`src/rtl/sdes_key_scheduler.sv`:
```
// sdes_key_scheduler
// Produces the round subkeys of an S-DES style key schedule from a 10-bit
// master key, one subkey per valid/ready transfer, in ascending (encrypt)
// or descending (decrypt) round order.
//
// Ports:
//   clk       - sole clock, rising edge
//   rst       - asynchronous active-high reset
//   start     - request a new schedule (only honoured while idle)
//   key       - 10-bit master key, captured with start
//   decrypt   - 0: rounds 0..N-1, 1: rounds N-1..0; captured with start
//   idle      - block can accept start
//   sk_valid  - subkey/sk_index hold a valid round subkey
//   sk_ready  - consumer accepts the current subkey
//   subkey    - 8-bit round subkey (registered)
//   sk_index  - 0-based round number of subkey
//   done      - one-cycle pulse after the final transfer
module sdes_key_scheduler #(
    parameter int NUM_ROUNDS = 2,
    parameter int IDX_W      = 4
) (
    input  logic             clk,
    input  logic             rst,
    input  logic             start,
    input  logic [9:0]       key,
    input  logic             decrypt,
    output logic             idle,
    output logic             sk_valid,
    input  logic             sk_ready,
    output logic [7:0]       subkey,
    output logic [IDX_W-1:0] sk_index,
    output logic             done
);

    typedef enum logic [1:0] {
        IDLE,
        EMIT,
        DONE
    } state_t;

    localparam logic [IDX_W-1:0] LAST_IDX = IDX_W'(NUM_ROUNDS - 1);
    localparam logic [IDX_W-1:0] IDX_ONE  = IDX_W'(1);

    // Cumulative left rotation of the last round: 1 for round 0, otherwise
    // 1+2r folded into the 5-bit half.
    localparam int               DEC_ROT_INT = (NUM_ROUNDS == 1) ? 1 : ((1 + 2 * (NUM_ROUNDS - 1)) % 5);
    localparam logic [2:0]       DEC_ROT     = 3'(DEC_ROT_INT);

    state_t     state;
    logic [4:0] l_half;
    logic [4:0] r_half;
    logic       mode;

    logic [9:0] p10;
    logic [2:0] load_rot;
    logic [4:0] load_l;
    logic [4:0] load_r;
    logic [4:0] step_l;
    logic [4:0] step_r;
    logic       last_round;

    // Left rotation of a 5-bit half by 0..4 positions.
    function automatic logic [4:0] rotl5(input logic [4:0] x, input logic [2:0] n);
        logic [4:0] y;
        case (n)
            3'd1:    y = {x[3:0], x[4]};
            3'd2:    y = {x[2:0], x[4:3]};
            3'd3:    y = {x[1:0], x[4:2]};
            3'd4:    y = {x[0], x[4:1]};
            default: y = x;
        endcase
        return y;
    endfunction

    // P8 selection of the rotated halves.
    function automatic logic [7:0] p8(input logic [4:0] l, input logic [4:0] r);
        return {r[4], l[2], r[3], l[1], r[2], l[0], r[0], r[1]};
    endfunction

    assign idle     = (state == IDLE);
    assign sk_valid = (state == EMIT);
    assign done     = (state == DONE);

    // Load path: P10 of the key, rotated straight to the first round to be
    // emitted. Step path: two rounds differ by a rotation of 2, so the
    // decrypt direction rotates right 2 (left 3) on every step, including
    // round 1 -> round 0 where the cumulative amount goes from 3 to 1.
    always_comb begin
        p10        = {key[7], key[5], key[8], key[3], key[6],
                      key[0], key[9], key[1], key[2], key[4]};
        load_rot   = decrypt ? DEC_ROT : 3'd1;
        load_l     = rotl5(p10[9:5], load_rot);
        load_r     = rotl5(p10[4:0], load_rot);
        step_l     = rotl5(l_half, mode ? 3'd3 : 3'd2);
        step_r     = rotl5(r_half, mode ? 3'd3 : 3'd2);
        last_round = mode ? (sk_index == '0) : (sk_index == LAST_IDX);
    end

    // Schedule FSM. subkey is computed from the halves being loaded or
    // stepped so that it is already valid in the cycle sk_valid rises and
    // after every accepted transfer. Key and mode are only captured in IDLE,
    // so later changes on key/decrypt/start cannot disturb a running schedule.
    always_ff @(posedge clk or posedge rst) begin
        if (rst) begin
            state    <= IDLE;
            l_half   <= '0;
            r_half   <= '0;
            mode     <= 1'b0;
            subkey   <= '0;
            sk_index <= '0;
        end else begin
            case (state)
                IDLE: begin
                    if (start) begin
                        l_half   <= load_l;
                        r_half   <= load_r;
                        mode     <= decrypt;
                        subkey   <= p8(load_l, load_r);
                        sk_index <= decrypt ? LAST_IDX : '0;
                        state    <= EMIT;
                    end
                end
                EMIT: begin
                    if (sk_ready) begin
                        if (last_round) begin
                            state <= DONE;
                        end else begin
                            l_half   <= step_l;
                            r_half   <= step_r;
                            subkey   <= p8(step_l, step_r);
                            sk_index <= mode ? (sk_index - IDX_ONE) : (sk_index + IDX_ONE);
                        end
                    end
                end
                DONE: begin
                    state <= IDLE;
                end
                default: begin
                    state <= IDLE;
                end
            endcase
        end
    end

endmodule

```
`config.mk`:
```
export PLATFORM = sky130hd
export DESIGN_NAME = sdes_key_scheduler
export DESIGN_NICKNAME = d
export VERILOG_FILES = /design/src/rtl/sdes_key_scheduler.sv
export SDC_FILE = /design/constraint.sdc
export NUM_CORES = 1
export LEC_CHECK = 0
export ABC_AREA = 1
export CAP_MARGIN = 5
export CORE_UTILIZATION = 44
export CTS_CLUSTER_DIAMETER = 40
export DETAILED_ROUTE_END_ITERATION = 12
export GPL_ROUTABILITY_DRIVEN = 0
export PLACE_DENSITY_LB_ADDON = 0.08
export RECOVER_POWER = 100
export SLEW_MARGIN = 20
export SYNTH_ARGS = -nofsm -noshare
export SYNTH_HDL_FRONTEND = slang
export SYNTH_SLANG_ARGS = --single-unit
```
`constraint.sdc`:
```
create_clock -name clk -period 1.35 [get_ports clk]
set_input_delay 0.2025 -clock clk [delete_from_list [all_inputs] [get_ports clk]]
set_output_delay 0.2025 -clock clk [all_outputs]
set_load 0.01 [all_outputs]
```
==> parameters.txt <==
Parameter                              Value

Pwr
  Maximum vdd ir drop    2.78 mV
  Areal power density over the cells    between 3000 and 4000 nW/µm²
  Internal power consumption    0.00337 W
  P_sw    ~0.003 W
  Sequential cell fraction of total power    15.8%
  Fraction of power consumed by the clock network    4.6%
  Reported leakage power    1.03 nW
  Sw Ratio    about 46%
  Relative contribution of combinational cells to total power    79.6%

Drt
  Final routed wirelength across all metal layers    3.97 mm
  Via Count    1457
  Wire length per cell    approximately 14 µm
  Final routed DRC violation total    0
  Via count normalized by instance count    5.30
  Post-route antenna net violation count    0
  Initial DRC count    59
  DR pass1 iterations    4

Clock tree
  Count of clock tree sinks    17
  Maximum level of the CTS H-tree    1
  Later-pin clock latency in the skew report    0.30 ns
  Number of clock buffers inserted by TritonCTS    3
  Buffer levels on the longest clock path    2
  CTS tree    done
  Clk pin slew, worst setup/hold paths    0.12 ns
  CTS root buf    clkbuf_4

STA
  Setup repair after global routing missed its margin    true
  Crit path setup slack, layout    -0.239 ns
  Highest attainable clock frequency    0.629 GHz
  Final-report hold violation count    0
  Final worst path period need    1.59 ns
  Relative slew slack    between 30 and 40%
  Fin crit share    118%
  Final setup viols    16
  Total negative setup slack    -2.78 ns
  Fin Clk Skew    0.0143 ns
  Number of pins with negative max-slew slack in the final report    0
  Tightest Pin Transition    roughly 1 ns

Worst setup path
  Register-to-register setup slack    -0.24 ns
  Top fanout value on the critical path    6
  Worst Setup Path Type    reg2reg
  Worst flop-to-flop path startpoint    sk_index[1]
  Nature of the critical path startpoint    register
  Data required time of the critical path    about 1.6 ns
  Setup crit start    sk_index[1]
  Depth of the worst register-to-register path    10
  Crit-path cells    inv_2 > ha_4 > inv_2 > nand2_2 > o211ai_4 > o21ai_4 > buf_12 > clkinvlp_4 > nand2_1 > nand2_1
  Worst path slowest cell    dfrtp_2
  Kind of capture point of the worst setup path    register
  Arrival time of data at the critical path endpoint    1.79 ns
  Largest incremental delay on the critical path    0.43 ns

Die
  IO Pins    30
  DIE AREA    2970 µm²
  Row count    18
  Height of the chip    54.5 µm
  Core footprint    2540 µm²
  Die extent in x    roughly 54 µm
  Initial core utilization    between 40% and 50%

Cells and area
  Commonest non-fill, non-tap cell in the layout    nand2_1
  Share of cells above drive strength 1    40.4%
  Number of inserted filler cells in the final layout    187
  Area growth from synthesis to final layout    68.9%
  Nets@finish    265
  Most frequent cells in the layout    nand2_1, buf_4, o21ai_0
  Final core utilization    80.5%
  N_diodes    0
  Post-route non-filler standard cell count    275
  Area taken by multi-input logic gates    approximately 790 µm²
  Final instance area    roughly 2000 µm²
  Area occupied by registers    approximately 430 µm²

Job
  Number of max-capacitance violations reported    0

GRT
  Global-route wire length before repair    5.87 mm
  Gr usage total    28.3%
  Number of antenna violations at the first check in global routing    0
  Total global routing overflow    0
  Maximum number of pins on one net before global-route repair    18
  Number of global-route vias before repair    1367

Placement
  DPL Wire Length    roughly 2.4 mm
  Placed cells    247
  Placed inst area    1650 µm²
  PortBufs    29

Yosys
  Number of enable flip-flop cells after synthesis    0
  Number of cells produced by synthesis    178
  Primary flip-flop cell chosen by synthesis mapping    dfrtp_1
  Synth Warn #    0
  Portion of the post-synthesis area used by sequential elements    35.1%
  FF+latch count, synth    17
  Count of cell types in the netlist    23
  Average cell area after synthesis    6.81 µm²
  Share of flip-flops with an asynchronous set or reset    100%
  Syn nets    197
  Synthesized area    between 1000 and 1500 µm²

Min path
  Path type of the worst min-delay path    in2async

Outcome
  Result of the run    finished with violations
  Failing checks    setup timing
-- state kept, by name (all words and copies together) (netlist names) --
signal,cells
l_half,2
sk_index,4
state,2
mode,1
subkey,8
-- worst paths after layout --
path                               end
max reg2reg                  l_half[3]
max in group asynchronous  sk_index[1]
min in group clk             l_half[4]
max                          l_half[3]
min                           state[1]
min reg2reg                  l_half[4]
-- stage by stage --
stage	setup WS, ns	hold WS [ns]	power (W)
floorplan	-0.160	0.128	0.00298
global placement	-0.155	0.491	0.00409
detailed placement	-0.176	0.492	0.00418
CTS	-0.159	0.201	0.00544
global route	-0.270	0.534	0.00673
finish	-0.239	0.474	0.00629
-- timing repair --
action | CTS | global route
endpoints found under the hold margin | 0 | 0
resized for setup | 52 | 37
cloned | 2 | 0
buffers inserted | 19 | 4
endpoints found under the setup margin | 30 | 22
hold buffers | 0 | 0
pin swaps | 6 | 18
-- per-layer routing --
layer	vias to the layer above	GRT usage (%)	wire, µm
met1	689	32.6	1660
met3	10	4.17	152
met4	0	11.5	79
li1	703	-	-
met5	-	0	0
met2	55	51.6	2080
-- final cells by class --
class	instances	share of cell area, %
clock buffer	3	1.10
timing repair inverter	1	0.367
clock inverter	1	0.244
inverter	16	3.60
tap	30	1.83
sequential	17	20.9
timing repair buffer	75	33.2
multi-input combinational	132	38.7
-- cell usage after synthesis, types with 4 or more instances --
| master | count | area [µm²] |
|---|---|---|
| a21oi_1 | 4 | 20.0 |
| dfrtp_1 | 17 | 425 |
| ha_1 | 4 | 50.1 |
| inv_1 | 14 | 52.6 |
| nand2_1 | 56 | 210 |
| nand3_1 | 4 | 20.0 |
| nor2_1 | 18 | 67.6 |
| o21ai_0 | 29 | 145 |
| o22ai_1 | 7 | 43.8 |
-- critical path, delay by kind of cell (launching register included) --
family / cells / cell delay, ns
adder cells (fa/ha/maj): 1 / 0.13
AO/OA/AOI/OAI: 2 / 0.28
flip-flops: 1 / 0.43
AND/OR/NAND/NOR: 3 / 0.22
buffers and inverters: 4 / 0.43
-- cells by family after synthesis --
kind of cell               count (synthesis)  share of synthesized area [%]
xor gates and xnor gates                   2                           1.45
AOI/OAI and AO/OA                         42                           19.6
DFF                                       17                           35.1
buffers and inverters                     29                           12.2
adders and majority gates                  4                           4.13
and+or+nand+nor                           84                           27.6
-- power groups by stage --
| stage | Sequential (W) | Combinational [W] | Clock (W) |
|---|---|---|---|
| finish | 0.000994 | 0.00501 | 0.000290 |
| global route | 0.00101 | 0.00541 | 0.000309 |
| floorplan | 0.00104 | 0.00194 | 0 |
| global placement | 0.00102 | 0.00308 | 0 |
| detailed placement | 0.00103 | 0.00315 | 0 |
| CTS | 0.000964 | 0.00419 | 0.000290 |
Note: power is estimated with default switching activity, not from simulation.
